### config.mk
export PLATFORM = sky130hd
export DESIGN_NAME = iob_dma_wdesc_ctrl
export DESIGN_NICKNAME = d
export VERILOG_FILES = /design/src/rtl/iob_dma_wdesc_ctrl_pkg.sv /design/src/rtl/iob_dma_wdesc_fifo.sv /design/src/rtl/iob_dma_wdesc_ctrl.sv
export SDC_FILE = /design/constraint.sdc
export NUM_CORES = 1
export LEC_CHECK = 0
export BUFFER_PORTS_ARGS = -buffer_cell sky130_fd_sc_hd__buf_2
export CORE_MARGIN = 2
export CORE_UTILIZATION = 50
export CTS_CLUSTER_DIAMETER = 30
export DETAILED_ROUTE_END_ITERATION = 7
export PLACE_DENSITY = 0.71
export SETUP_SLACK_MARGIN = 0.05
export SYNTH_ARGS = -nofsm -noshare
export SYNTH_HDL_FRONTEND = slang
export SYNTH_SLANG_ARGS = --single-unit
### constraint.sdc
create_clock -name clk_i -period 5.25 [get_ports clk_i]
set_input_delay 0 -clock clk_i [delete_from_list [all_inputs] [get_ports clk_i]]
set_output_delay 0 -clock clk_i [all_outputs]
set_load 0.02 [all_outputs]
### src/rtl/iob_dma_wdesc_ctrl_pkg.sv
// iob_dma_wdesc_ctrl_pkg
// Shared definitions for the DMA write-descriptor controller:
//   - FSM state encodings (WDESC_IDLE/ISSUE/RUN/ABORT)
//   - desc_w(): width of a packed {addr,len} descriptor
package iob_dma_wdesc_ctrl_pkg;

    localparam logic [1:0] WDESC_IDLE  = 2'd0;
    localparam logic [1:0] WDESC_ISSUE = 2'd1;
    localparam logic [1:0] WDESC_RUN   = 2'd2;
    localparam logic [1:0] WDESC_ABORT = 2'd3;

    // Descriptor word is {addr, len}; DESC_W = AXI_ADDR_W + DMA_WLEN_W.
    function automatic int desc_w(input int addr_w, input int len_w);
        return addr_w + len_w;
    endfunction

endpackage

### src/rtl/iob_dma_wdesc_fifo.sv
// iob_dma_wdesc_fifo
// Register-based descriptor FIFO, depth 2**QUEUE_W.
// Ports:
//   clk_i, cke_i, arst_i      : clock, clock enable, async active-high reset
//   push_i / push_data_i      : write request and descriptor (ignored when full)
//   pop_i                     : advance head (ignored when empty)
//   flush_i                   : drop all entries; overrides push and pop
//   pop_data_o                : current head entry
//   level_o, full_o, empty_o  : occupancy status
module iob_dma_wdesc_fifo #(
    parameter int DATA_W  = 36,
    parameter int QUEUE_W = 2
) (
    input  logic               clk_i,
    input  logic               cke_i,
    input  logic               arst_i,
    input  logic               push_i,
    input  logic [DATA_W-1:0]  push_data_i,
    input  logic               pop_i,
    input  logic               flush_i,
    output logic [DATA_W-1:0]  pop_data_o,
    output logic [QUEUE_W:0]   level_o,
    output logic               full_o,
    output logic               empty_o
);

    localparam int DEPTH = 2 ** QUEUE_W;

    logic [DATA_W-1:0] mem_reg [DEPTH];
    logic [QUEUE_W:0]  wr_ptr_reg, wr_ptr_next;
    logic [QUEUE_W:0]  rd_ptr_reg, rd_ptr_next;
    logic              push_en;
    logic              pop_en;

    // Pointers carry one extra wrap bit: equal low bits with differing MSB means full.
    assign empty_o = (wr_ptr_reg == rd_ptr_reg);
    assign full_o  = (wr_ptr_reg[QUEUE_W] != rd_ptr_reg[QUEUE_W]) &&
                     (wr_ptr_reg[QUEUE_W-1:0] == rd_ptr_reg[QUEUE_W-1:0]);
    assign level_o = wr_ptr_reg - rd_ptr_reg;

    assign push_en = push_i && !full_o && !flush_i;
    assign pop_en  = pop_i && !empty_o && !flush_i;

    assign pop_data_o = mem_reg[rd_ptr_reg[QUEUE_W-1:0]];

    always_comb begin
        wr_ptr_next = wr_ptr_reg;
        rd_ptr_next = rd_ptr_reg;
        if (flush_i) begin
            wr_ptr_next = '0;
            rd_ptr_next = '0;
        end else begin
            if (push_en) wr_ptr_next = wr_ptr_reg + 1'b1;
            if (pop_en)  rd_ptr_next = rd_ptr_reg + 1'b1;
        end
    end

    always_ff @(posedge clk_i or posedge arst_i) begin
        if (arst_i) begin
            wr_ptr_reg <= '0;
            rd_ptr_reg <= '0;
        end else if (cke_i) begin
            wr_ptr_reg <= wr_ptr_next;
            rd_ptr_reg <= rd_ptr_next;
        end
    end

    genvar gi;
    generate
        for (gi = 0; gi < DEPTH; gi++) begin : g_entry
            always_ff @(posedge clk_i or posedge arst_i) begin
                if (arst_i) begin
                    mem_reg[gi] <= '0;
                end else if (cke_i && push_en &&
                             (wr_ptr_reg[QUEUE_W-1:0] == QUEUE_W'(gi))) begin
                    mem_reg[gi] <= push_data_i;
                end
            end
        end
    endgenerate

endmodule

### src/rtl/iob_dma_wdesc_ctrl.sv
// iob_dma_wdesc_ctrl
// Queues (address, length) write descriptors and issues them one at a time
// to the DMA write engine, reporting each completion.
// Ports:
//   clk_i, cke_i, arst_i                  : clock, clock enable, async reset
//   desc_valid_i/addr_i/len_i, desc_ready_o : descriptor push handshake
//   abort_i                               : flush queue (one-cycle pulse)
//   w_addr_o, w_length_o, w_start_transfer_o, w_busy_i : engine interface
//   done_o, done_cnt_o                    : completion pulse and wrapping count
//   level_o, busy_o                       : queue occupancy, activity flag
// Optional feature: define IOB_DMA_WDESC_CTRL_IRQ_EN to add irq_en_i,
// irq_clr_i and irq_o (batch-complete interrupt).
module iob_dma_wdesc_ctrl
    import iob_dma_wdesc_ctrl_pkg::*;
#(
    parameter int AXI_ADDR_W = 24,
    parameter int DMA_WLEN_W = 12,
    parameter int QUEUE_W    = 2,
    parameter int CNT_W      = 16
) (
    input  logic                  clk_i,
    input  logic                  cke_i,
    input  logic                  arst_i,
    input  logic                  desc_valid_i,
    input  logic [AXI_ADDR_W-1:0] desc_addr_i,
    input  logic [DMA_WLEN_W-1:0] desc_len_i,
    output logic                  desc_ready_o,
    input  logic                  abort_i,
    output logic [AXI_ADDR_W-1:0] w_addr_o,
    output logic [DMA_WLEN_W-1:0] w_length_o,
    output logic                  w_start_transfer_o,
    input  logic                  w_busy_i,
    output logic                  done_o,
    output logic [CNT_W-1:0]      done_cnt_o,
    output logic [QUEUE_W:0]      level_o,
`ifdef IOB_DMA_WDESC_CTRL_IRQ_EN
    input  logic                  irq_en_i,
    input  logic                  irq_clr_i,
    output logic                  irq_o,
`endif
    output logic                  busy_o
);

    localparam int DESC_W = desc_w(AXI_ADDR_W, DMA_WLEN_W);

    logic [1:0]            state_reg, state_next;
    logic [AXI_ADDR_W-1:0] w_addr_reg, w_addr_next;
    logic [DMA_WLEN_W-1:0] w_length_reg, w_length_next;
    logic                  done_reg, done_next;
    logic [CNT_W-1:0]      done_cnt_reg, done_cnt_next;
    logic                  inflight_reg, inflight_next;

    logic                  fifo_push;
    logic                  fifo_pop;
    logic                  fifo_flush;
    logic [DESC_W-1:0]     head_data;
    logic                  fifo_full;
    logic                  fifo_empty;
    logic                  push_acc;

    iob_dma_wdesc_fifo #(
        .DATA_W  (DESC_W),
        .QUEUE_W (QUEUE_W)
    ) u_fifo (
        .clk_i       (clk_i),
        .cke_i       (cke_i),
        .arst_i      (arst_i),
        .push_i      (fifo_push),
        .push_data_i ({desc_addr_i, desc_len_i}),
        .pop_i       (fifo_pop),
        .flush_i     (fifo_flush),
        .pop_data_o  (head_data),
        .level_o     (level_o),
        .full_o      (fifo_full),
        .empty_o     (fifo_empty)
    );

    assign desc_ready_o = !fifo_full && (state_reg != WDESC_ABORT);
    // Abort wins over a same-cycle push: that descriptor is dropped.
    assign push_acc     = desc_valid_i && desc_ready_o && !abort_i;
    assign busy_o       = (state_reg != WDESC_IDLE) || !fifo_empty;

    // Start is Moore on ISSUE; an abort landing in ISSUE cancels it.
    assign w_start_transfer_o = (state_reg == WDESC_ISSUE) &&
                                (w_length_reg != '0) && !abort_i;
    assign w_addr_o   = w_addr_reg;
    assign w_length_o = w_length_reg;
    assign done_o     = done_reg;
    assign done_cnt_o = done_cnt_reg;

    always_comb begin
        state_next    = state_reg;
        w_addr_next   = w_addr_reg;
        w_length_next = w_length_reg;
        done_next     = 1'b0;
        done_cnt_next = done_cnt_reg;
        inflight_next = inflight_reg;
        fifo_push     = push_acc;
        fifo_pop      = 1'b0;
        fifo_flush    = 1'b0;

        if (abort_i) begin
            state_next    = WDESC_ABORT;
            fifo_flush    = 1'b1;
            // Remember whether a started transfer must still be waited out.
            inflight_next = (state_reg == WDESC_RUN) ||
                            ((state_reg == WDESC_ABORT) && inflight_reg);
        end else begin
            case (state_reg)
                WDESC_IDLE: begin
                    if (!w_busy_i) begin
                        if (!fifo_empty) begin
                            fifo_pop      = 1'b1;
                            w_addr_next   = head_data[DESC_W-1:DMA_WLEN_W];
                            w_length_next = head_data[DMA_WLEN_W-1:0];
                            state_next    = WDESC_ISSUE;
                        end else if (push_acc) begin
                            // Empty queue: take the incoming descriptor straight
                            // to the issue registers so it starts next cycle.
                            fifo_push     = 1'b0;
                            w_addr_next   = desc_addr_i;
                            w_length_next = desc_len_i;
                            state_next    = WDESC_ISSUE;
                        end
                    end
                end
                WDESC_ISSUE: begin
                    if (w_length_reg != '0) begin
                        state_next = WDESC_RUN;
                    end else begin
                        done_next     = 1'b1;
                        done_cnt_next = done_cnt_reg + 1'b1;
                        state_next    = WDESC_IDLE;
                    end
                end
                WDESC_RUN: begin
                    if (!w_busy_i) begin
                        done_next     = 1'b1;
                        done_cnt_next = done_cnt_reg + 1'b1;
                        state_next    = WDESC_IDLE;
                    end
                end
                default: begin
                    if (!inflight_reg) begin
                        state_next = WDESC_IDLE;
                    end else if (!w_busy_i) begin
                        done_next     = 1'b1;
                        done_cnt_next = done_cnt_reg + 1'b1;
                        inflight_next = 1'b0;
                        state_next    = WDESC_IDLE;
                    end
                end
            endcase
        end
    end

    always_ff @(posedge clk_i or posedge arst_i) begin
        if (arst_i) begin
            state_reg    <= WDESC_IDLE;
            w_addr_reg   <= '0;
            w_length_reg <= '0;
            done_reg     <= 1'b0;
            done_cnt_reg <= '0;
            inflight_reg <= 1'b0;
        end else if (cke_i) begin
            state_reg    <= state_next;
            w_addr_reg   <= w_addr_next;
            w_length_reg <= w_length_next;
            done_reg     <= done_next;
            done_cnt_reg <= done_cnt_next;
            inflight_reg <= inflight_next;
        end
    end

`ifdef IOB_DMA_WDESC_CTRL_IRQ_EN
    logic irq_reg, irq_next;
    logic irq_set;

    // Batch complete: this completion returns to IDLE with nothing left queued.
    assign irq_set = done_next && (state_next == WDESC_IDLE) &&
                     fifo_empty && !fifo_push && irq_en_i;

    always_comb begin
        irq_next = irq_reg;
        if (irq_set)        irq_next = 1'b1;
        else if (irq_clr_i) irq_next = 1'b0;
    end

    always_ff @(posedge clk_i or posedge arst_i) begin
        if (arst_i)     irq_reg <= 1'b0;
        else if (cke_i) irq_reg <= irq_next;
    end

    assign irq_o = irq_reg;
`endif

endmodule
==> run metrics, run 1 <==
CORE AREA=19300 sq um; Storage cell area=5160 sq um; maxcap violations=0; CP endpoint=w_addr_o[9]; final setup vio count=0; post-CTS resize count=0; crit path max fanout=38; Synth async-reset ratio=between 90% and 100%; TNS Setup=0 ns; GRT Total Usage=between 20% and 30%; Hold Path Class=input pin to flip-flop; share of the yosys chip area belonging to registers=52.5%; floorplan row count=51; Routed Antenna Nets=0; Critical Path Start=u_fifo.wr_ptr_reg[0]; clk_lat worst skew=0.52 ns; Vias=5922; cell area after synthesis=9810 sq um; hold path depth=3; Largest register FFs=144; RR Startpoint=u_fifo.wr_ptr_reg[0]; setup bufs post-CTS=0; crit end category=flip-flop; Synth Instances=654; number of synthesized flops with an enable pin=0; Ports=101; Final Critical Period=roughly 2.7 ns; instance count on the critical path=7; number of vias per cell=~5.3; count of pins over their slew limit=0; clock slew at reported path FFs=0.05 ns; critical path, cell by cell=inv_1 -> ha_1 -> and2_1 -> nand2_2 -> o211ai_4 -> buf_4 -> o21ai_0; area of the multi-input gates=approximately 4300 sq um; Crit Path Category=flip-flop to flip-flop; Slowest cell on crit path=o211ai_4; Final Cycle Share=roughly half; Port Buf Inserts=100; required time worst endpoint=5.61 ns; final hold slack=0.315 ns; ANT cells=0; Worst R2R Path Depth=7; Max-slew headroom=25.1%; H-tree depth=2; area grow syn2layout=24.6%; hold wc startpoint=desc_len_i[6]; drt first pass iters=4; hold violation total from the final report=0; Final #Nets=860; initial antenna violation count=0; share of post-route cells with drive strength above 1=a little over two fifths; hpwl dp=11.9 mm; Critical Path Max Stage Delay=0.75 ns; first-pass GRT wire length=approximately 34 mm; RSZ-0062 raised after global routing=false; Design Area, Final=12200 sq um; CTS Hold Buffers Added=41; Initial DRC Count=347; fmax=around 370 MHz; Die Width=144 microns; Worst Tran Pin Value=1.12 ns; CTS sink cnt=206; delay-heaviest family, CP=compound AO/OA/AOI/OAI gates; total grt overflow=0; Clock Skew=0.0135 ns; die area=about 21000 sq um; Leak=roughly 6.0 nW; DR WL/cell=18.9 microns; TritonCTS Buffers=43; die height=144 microns; DRC viols=0; vias in the first global route=6284; Synth Flop Type=dfrtp_1; final RePlAce weighted congestion=0.791; outcome=completed; syn nets=705; CTS tree=yes; Synth warnings=0; largest net degree at the start of global routing=207; starting density of the core=50.7%; reg2reg end=w_addr_o[9]; R2R Setup Slk=2.55 ns; fillcell total=~1400; Worst setup SP type=flip-flop; Synth cell types=46; WP buf/inv=2; peak supply drop=231 uV; area of placed instances=10400 sq um; CP arrival=between 3 and 4 ns; flops & latches, synth=206; syn_area_per_cell=15.0 sq um; WL final=21.0 mm; power density over the cells=570 nW/um^2; clock root cell=clkbuf_16; maximum root-to-sink buffer count=3
[placed cells by master (no fill, tap or decap), types with 3 or more instances in the layout]
cell and count:
buf_2 100, buf_4 4, clkbuf_1 13, clkbuf_16 44
clkbuf_8 8, clkinv_2 7, dfrtp_1 204, dlygate4sd3_1 41
ha_1 8, inv_1 9, mux2_2 55, mux2_4 90
mux2i_1 37, mux4_2 36, nand2_1 47, nand2_8 3
nand2b_1 3, nand3_1 7, nand4_1 5, nor2_1 11
nor3_1 4, nor4_1 7, o21ai_0 41, xnor2_1 5
xor2_1 13
[cell families (layout without fill, tap and decap cells)]
| group | count (synthesis) | count (layout) | synth area share (%) |
|---|---|---|---|
| AND/OR/NAND/NOR | 100 | 100 | 5.33 |
| buffers and inverters | 47 | 237 | 3.80 |
| flip-flops | 206 | 206 | 52.5 |
| multiplexers | 218 | 218 | 32.1 |
| adder cells (fa/ha/maj) | 9 | 9 | 1.22 |
| XOR/XNOR | 18 | 18 | 1.61 |
| AO/OA/AOI/OAI | 56 | 56 | 3.37 |
[power breakdown]
part	switching (mW)	internal (mW)
clock	0.834	1.75
sequential	0.363	2.15
combinational	0.831	1.03
total	2.03	4.93
[worst min-delay path by stage]
stage,endpoint,slack [ns]
floorplan,w_start_transfer_o,0.09
global placement,u_fifo.mem_reg[119],0.29
detailed placement,u_fifo.mem_reg[50],0.30
CTS,u_fifo.mem_reg[105],0.30
global route,u_fifo.mem_reg[104],0.32
finish,u_fifo.mem_reg[42],0.32
[Yosys cell counts (2+ instances only)]
master	number	share of area [%]
a21oi_1	2	0.10
mux4_2	36	8.3
buf_2	10	0.51
nand2b_1	3	0.19
o311ai_0	2	0.18
xnor2_1	5	0.45
buf_4	8	0.61
o21ai_0	41	2.1
inv_1	10	0.38
mux2i_1	37	3.8
dfrtp_1	206	53
mux2_2	55	6.3
a21oi_2	2	0.18
nand2_1	48	1.8
nor3_1	4	0.20
nor4_1	7	0.45
and3_1	2	0.13
mux2_4	90	14
xor2_1	13	1.2
buf_12	9	1.8
nand4_1	5	0.32
nand2_8	3	0.61
nor2_1	11	0.42
nor3b_1	2	0.15
nand3_1	7	0.36
ha_1	8	1.0
clkbuf_1	9	0.34
[worst min-delay path, delay by kind of cell]
kind                   cells  cell delay, ns
muxes                      1            0.14
buffers and inverters      2            0.65
[per-stage QoR]
stage	total power, mW	worst slack [ns]	util [%]	std cells
3_5_place_dp	4.36	2.54	53.8	988
6_report	6.96	2.55	63.2	1109
2_1_floorplan	3.87	2.58	-	654
4_1_cts	7.02	2.52	63.2	1109
3_3_place_gp	4.25	2.64	53.8	988
5_1_grt	7.30	2.33	63.2	1109
[cell type report]
| type | instances | area share, % |
|---|---|---|
| inverter | 10 | 0.338 |
| timing repair buffer | 147 | 8.03 |
| clock inverter | 15 | 1.26 |
| clock buffer | 65 | 10.3 |
| tap | 265 | 2.71 |
| sequential | 206 | 42.2 |
| multi-input combinational | 401 | 35.1 |
[metal layers]
metal / vias to the layer above / GRT usage, % / share of wire, %
met5: - / 0 / 0
met4: 0 / 6.30 / 1.9
met3: 32 / 3.77 / 3.2
met2: 118 / 34.2 / 50
met1: 3073 / 28.4 / 45
li1: 2699 / - / -
No activity file was read; power rests on OpenSTA's default activity.
==> run 2, diff against run 1 <==
--- a/config.mk
+++ b/config.mk
@@ -10,7 +10,7 @@
 export CORE_UTILIZATION = 50
 export CTS_CLUSTER_DIAMETER = 30
 export DETAILED_ROUTE_END_ITERATION = 7
-export PLACE_DENSITY = 0.71
+export PLACE_DENSITY = 0.68
 export SETUP_SLACK_MARGIN = 0.05
 export SYNTH_ARGS = -nofsm -noshare
 export SYNTH_HDL_FRONTEND = slang
==> constraint.sdc (replaced) <==
create_clock -name clk_i -period 2.7 [get_ports clk_i]
set_input_delay 0 -clock clk_i [delete_from_list [all_inputs] [get_ports clk_i]]
set_output_delay 0 -clock clk_i [all_outputs]
set_load 0.02 [all_outputs]
==> run 2 against run 1 <==
Compared with the run above: via count up 1.4%; clock skew down 0.0036 ns; core utilization up 0.90 points; non-clock buffer count up 9; power up 100%; first-iteration DRC count down 28%; sequential share of layout area down 0.59 points; cell count up 0.63%; worst setup slack worse by 2.3 ns; sequential cell count unchanged.
==> run metrics, run 2 (synthesized netlist as in run 1, its figures left out) <==
Storage cell area=5160 sq um (unchanged); Final Critical Period=2.46 ns (-0.244 ns); Final #Nets=868 (+0.93%); hpwl dp=12.5 mm (+4.9%); Clock Skew=0.00996 ns (-0.00359 ns); floorplan row count=51 (unchanged); TNS Setup=0 ns (unchanged); reg2reg end=state_reg[0]; WL final=20.8 mm (-0.63%); maximum root-to-sink buffer count=3 (unchanged); CORE AREA=19300 sq um (unchanged); crit end category=flip-flop; most common cell after layout, fill and taps aside=dfrtp_1; largest net degree at the start of global routing=152 (-27%); area of placed instances=10400 sq um (+0.46%); final setup vio count=0 (unchanged); Initial DRC Count=249 (-28%); TritonCTS Buffers=42 (-2.3%); Critical Path Max Stage Delay=0.58 ns (-0.17 ns); DRC viols=0 (unchanged); Design Area, Final=12400 sq um (+1.4%); die height=144 microns (unchanged); initial antenna violation count=1 (+1); share of post-route cells with drive strength above 1=45.1% (+1.7 points); Hold Path Class=input pin to asynchronous set/reset pin; fmax=406 MHz (+9.9%); maxcap violations=0 (unchanged); Vias=6005 (+1.4%); Crit Path Category=flip-flop to flip-flop; clk_lat worst skew=0.51 ns (about the same); Max-slew headroom=46.1% (+21 points); area grow syn2layout=26.3%; power density over the cells=1140 nW/um^2 (+99%); Worst setup SP type=flip-flop; Port Buf Inserts=100 (unchanged); DR WL/cell=18.7 microns (-1.3%); first-pass GRT wire length=34.5 mm (+1.8%); hold violation total from the final report=0 (unchanged); number of vias per cell=5.38 (+0.77%); drt first pass iters=4 (unchanged); clock slew at reported path FFs=0.05 ns (about the same); required time worst endpoint=3.15 ns (-2.46 ns); GRT Total Usage=21.2% (+0.42 points); outcome=completed; critical path, cell by cell=inv_1 -> ha_1 -> and2_1 -> nand2_2 -> buf_6 -> nor2_1 -> o31ai_1 -> dlygate4sd3_1 -> o211a_1; Worst R2R Path Depth=9 (+2); CTS tree=yes; clock root cell=clkbuf_16; H-tree depth=2 (unchanged); die area=20800 sq um (unchanged); Routed Antenna Nets=0 (unchanged); CP arrival=2.91 ns (-0.16 ns); Ports=101 (unchanged); area of the multi-input gates=4290 sq um (unchanged); Largest register FFs=144 (unchanged); Final Cycle Share=91.1% (+40 points); fillcell total=1465 (+5.7%); crit path max fanout=17 (-55%); commonest non-fill, non-tap cells in the layout=dfrtp_1 (204), buf_2 (100), mux2_4 (90); Worst Tran Pin Value=0.809 ns (-0.315 ns); Die Width=144 microns (unchanged); R2R Setup Slk=0.24 ns (-2.31 ns); RR Startpoint=u_fifo.wr_ptr_reg[0]; count of pins over their slew limit=0 (unchanged); Slowest cell on crit path=dlygate4sd3_1; CTS sink cnt=206 (unchanged); final RePlAce weighted congestion=0.812 (+2.7%); starting density of the core=50.7% (unchanged); vias in the first global route=6483 (+3.2%); Leak=6.13 nW (+1.4%); total grt overflow=0 (unchanged); RSZ-0062 raised after global routing=false; peak supply drop=766 uV (+230%)
run 2: cell types whose count changed in the layout (fill, tap and decap cells not counted), sizes merged:
cell and delta:
clkbuf -18, clkinvlp +4, bufinv +7, inv +2, buf +8, diode +1
dlygate4sd3 +1, clkinv +2
run 2: worst max-delay path: cells and delay by family (launching register included):
family	cells	cell delay (ns)
adders and majority gates	1	0.29
and+or+nand+nor	3	0.42
DFF	1	0.40
buffers and inverters	3	0.96
AOI/OAI and AO/OA	2	0.32
run 2: how the worst max path moves through the flow:
stage / slack [ns] / end / depth (start not counted) / from
after floorplan: 0.03 / done_cnt_o[0] / 1 / arst_i
after global placement: 0.41 / u_fifo.mem_reg[141] / 8 / u_fifo.wr_ptr_reg[0]
after detailed placement: 0.37 / u_fifo.mem_reg[70] / 8 / u_fifo.wr_ptr_reg[0]
after CTS: 0.16 / state_reg[0] / 9 / u_fifo.wr_ptr_reg[0]
after global routing: 0.09 / state_reg[0] / 9 / u_fifo.wr_ptr_reg[0]
final: 0.24 / state_reg[0] / 9 / u_fifo.wr_ptr_reg[0]
run 2: layout make-up:
| class | instances | share of cell area (%) |
|---|---|---|
| antenna | 1 | 0.0202 |
| clock buffer | 47 | 9.05 |
| clock inverter | 30 | 3.25 |
| inverter | 10 | 0.333 |
| multi-input combinational | 401 | 34.6 |
| sequential | 206 | 41.6 |
| tap | 265 | 2.68 |
| timing repair buffer | 156 | 8.41 |
run 2: metal layers:
| layer | share of wire [%] | wire length (microns) | up-vias | global-route usage (%) |
|---|---|---|---|---|
| li1 | - | - | 2709 | - |
| met2 | 49 | 10200 | 162 | 35.0 |
| met1 | 43 | 9060 | 3081 | 28.1 |
| met4 | 2.6 | 544 | 0 | 7.69 |
| met5 | 0 | 0 | - | 0 |
| met3 | 4.8 | 1000 | 53 | 4.24 |
run 2: timing repair:
item                                    4_1_cts  5_1_grt
endpoints found under the setup margin        0        1
buffers inserted                              0        0
resized for setup                             0        1
hold endpoints to repair                    393        0
hold buffers                                 42        0
run 2: power breakdown:
part	switching (mW)	internal [mW]	total, mW
Sequential	0.677	4.18	4.86
Clock	1.70	3.84	5.55
Combinational	1.63	2.05	3.67
Total	4.01	10.1	14.1
run 2: stage by stage:
step	power, mW	hold slack (ns)	setup slack, ns	instances	utilization [%]
5_1_grt	14.8	0.316	0.0923	1116	64.1
3_5_place_dp	8.52	0.300	0.368	996	54.0
2_1_floorplan	7.52	0.0863	0.0277	654	-
3_3_place_gp	8.32	0.288	0.413	996	54.0
4_1_cts	14.2	0.301	0.157	1115	64.1
6_report	14.1	0.270	0.239	1116	64.1
==> run 3, diff against run 2 <==
--- a/config.mk
+++ b/config.mk
@@ -6,12 +6,13 @@
 export NUM_CORES = 1
 export LEC_CHECK = 0
 export BUFFER_PORTS_ARGS = -buffer_cell sky130_fd_sc_hd__buf_2
+export CORE_ASPECT_RATIO = 1.2
 export CORE_MARGIN = 2
 export CORE_UTILIZATION = 50
 export CTS_CLUSTER_DIAMETER = 30
 export DETAILED_ROUTE_END_ITERATION = 7
 export PLACE_DENSITY = 0.68
-export SETUP_SLACK_MARGIN = 0.05
+export SETUP_SLACK_MARGIN = 0.4
 export SYNTH_ARGS = -nofsm -noshare
 export SYNTH_HDL_FRONTEND = slang
 export SYNTH_SLANG_ARGS = --single-unit
==> run 3 against run 2 <==
Compared with the run above: non-clock buffer count rose by 1; register-to-register slack better by 0.19 ns; critical path depth down 1; sequential cell count did not move; worst setup slack gained 0.19 ns; critical endpoint is now u_fifo.mem_reg[142].
==> run metrics, run 3 (synthesized netlist as in run 1, its figures left out) <==
Sw Pwr=3.95 mW (-1.4%); CTS sink cnt=206 (unchanged); RSZ-0062 raised after global routing=true; Crit Path Category=flip-flop to flip-flop; combinational group share of total power=28.4% (+2.3 points); die area=20800 sq um (about the same); starting density of the core=50.5% (-0.19 points); drt first pass iters=7 (+3); hold violation total from the final report=0 (unchanged); Final Critical Period=2.27 ns (-0.195 ns); Leak=6.05 nW (-1.4%); Vias=5991 (-0.23%); clk_lat worst skew=0.52 ns (about the same); Final Cycle Share=83.9% (-7.2 points); TritonCTS Buffers=39 (-7.1%); DR WL/cell=19.3 microns (+3.6%); CP arrival=2.65 ns (-0.26 ns); Port Buf Inserts=100 (unchanged); share of post-route cells with drive strength above 1=44.5% (-0.57 points); CORE AREA=19400 sq um (+0.38%); Initial DRC Count=314 (+26%); required time worst endpoint=3.09 ns (-0.06 ns); CTS tree=yes; final RePlAce weighted congestion=0.796 (-1.9%); hpwl dp=12.6 mm (+0.54%); area grow syn2layout=24.5%; floorplan row count=56 (+9.8%); clock root cell=clkbuf_16; final setup vio count=0 (unchanged); Slowest cell on crit path=mux2_2; Final Non-Filler Cells=1104 (-1.1%); crit path max fanout=36 (+19); Storage cell area=5160 sq um (unchanged); Critical Path Max Stage Delay=0.39 ns (-0.19 ns); peak supply drop=524 uV (-32%); Max-slew headroom=48.5% (+2.5 points); Largest register FFs=144 (unchanged); Reg power frac=36.1% (+1.6 points); Design Power=13.4 mW (-4.8%); initial antenna violation count=0 (-1); commonest non-fill, non-tap cells in the layout=dfrtp_1 (204), buf_2 (100), mux2_4 (90); critical path, cell by cell=inv_1 -> ha_1 -> and2_4 -> o21ai_2 -> and3_1 -> buf_4 -> nand2_8 -> mux2_2; maxcap violations=0 (unchanged); Hold Path Class=input pin to asynchronous set/reset pin; ANT cells=0 (-1); Switching Share=29.5% (+1.0 points); total grt overflow=0 (unchanged); fmax=441 MHz (+8.6%); Final #Nets=866 (-0.23%); Worst Tran Pin Value=0.772 ns (-0.0369 ns); Ports=101 (unchanged); power density over the cells=1100 nW/um^2 (-3.4%); die height=157 microns (+9.3%); vias in the first global route=6527 (+0.68%); outcome=completed; most common cell after layout, fill and taps aside=dfrtp_1; WP buf/inv=2 (-1); first-pass GRT wire length=35.0 mm (+1.4%); WL final=21.3 mm (+2.5%); delay-heaviest family, CP=simple AND/OR/NAND/NOR gates; Worst setup SP type=flip-flop; GRT Total Usage=21.3% (+0.13 points); count of pins over their slew limit=0 (unchanged); Die Width=132 microns (-8.5%); Clock Skew=0.0203 ns (+0.0103 ns); DRC viols=0 (unchanged); area of the multi-input gates=4300 sq um (+0.17%); Routed Antenna Nets=0 (unchanged); Clk pwr share=35.4% (-4.0 points); fillcell total=1429 (-2.5%); crit end category=flip-flop; placed instance count=990 (-0.60%); largest net degree at the start of global routing=84 (-45%); clock slew at reported path FFs=0.05 ns (about the same); number of vias per cell=5.43 (+0.85%); H-tree depth=2 (unchanged); maximum root-to-sink buffer count=3 (unchanged); internal power=9.46 mW (-6.1%); TNS Setup=0 ns (unchanged)
run 3: cell count changes in the layout (fill, tap and decap cells not counted), moves of 2 or more:
cell / change
clkinv_4: +3
buf_12: +2
clkbuf_1: +3
clkbuf_16: -4
bufinv_16: -5
clkinv_2: -5
run 3: metrics by stage:
step | hold slack, ns | area, sq um | setup slack (ns) | util [%]
floorplan | 0.0863 | 9830 | 0.0277 | -
global placement | 0.108 | 10400 | 0.406 | 53.8
detailed placement | 0.116 | 10400 | 0.325 | 53.8
CTS | 0.131 | 12200 | 0.404 | 62.9
global route | 0.166 | 12200 | 0.353 | 62.9
finish | 0.125 | 12200 | 0.434 | 62.9
run 3: final timing paths:
check | start | end | depth (start not counted) | slack (ns)
worst max-delay path | u_fifo.wr_ptr_reg[0] | u_fifo.mem_reg[142] | 8 | 0.43
worst min-delay path | arst_i | w_addr_o[15] | 3 | 0.13
worst max register to register | u_fifo.wr_ptr_reg[0] | u_fifo.mem_reg[142] | 8 | 0.43
worst min register to register | done_cnt_o[15] | done_cnt_o[15] | 1 | 0.47
max in group asynchronous | arst_i | u_fifo.mem_reg[49] | 4 | 1.75
min in group clk_i | desc_addr_i[19] | u_fifo.mem_reg[103] | 3 | 0.31
run 3: worst min-delay path, cell delays in order:
cell and delay [ns]:
dlygate4sd3_1 0.53, buf_2 0.13, clkinvlp_4 0.43
run 3: power by group through the flow:
| stage | clock network (mW) | registers, mW | logic (mW) |
|---|---|---|---|
| final | 4.75 | 4.85 | 3.81 |
| after global routing | 5.01 | 4.98 | 4.09 |
| after CTS | 4.84 | 4.84 | 3.83 |
| after detailed placement | 0 | 4.86 | 3.64 |
| after global placement | 0 | 4.77 | 3.53 |
| after floorplan | 0 | 5.03 | 2.49 |
run 3: what timing repair did:
| action | 4_1_cts | 5_1_grt |
|---|---|---|
| setup endpoints to repair | 110 | 120 |
| hold buffers | 41 | 0 |
| cloned | 1 | 0 |
| hold endpoints to repair | 210 | 0 |
| gates resized for setup | 1 | 3 |
| buffers inserted | 3 | 0 |
| pin swaps | 1 | 1 |
run 3: cell type report:
cell class / count / area share, %
inverters: 10 / 0.338
clock buffers: 47 / 8.56
clock inverters: 22 / 2.02
flip-flops and latches: 206 / 42.2
multi-input cells: 401 / 35.2
repair buffers: 157 / 8.98
well taps: 261 / 2.67
run 3: metal layers:
| layer | wire length [microns] | up-vias | global-route usage [%] |
|---|---|---|---|
| met3 | 714 | 39 | 3.61 |
| met4 | 526 | 0 | 9.01 |
| li1 | - | 2707 | - |
| met5 | 0 | - | 0 |
| met1 | 9160 | 3104 | 26.8 |
| met2 | 10900 | 141 | 36.8 |
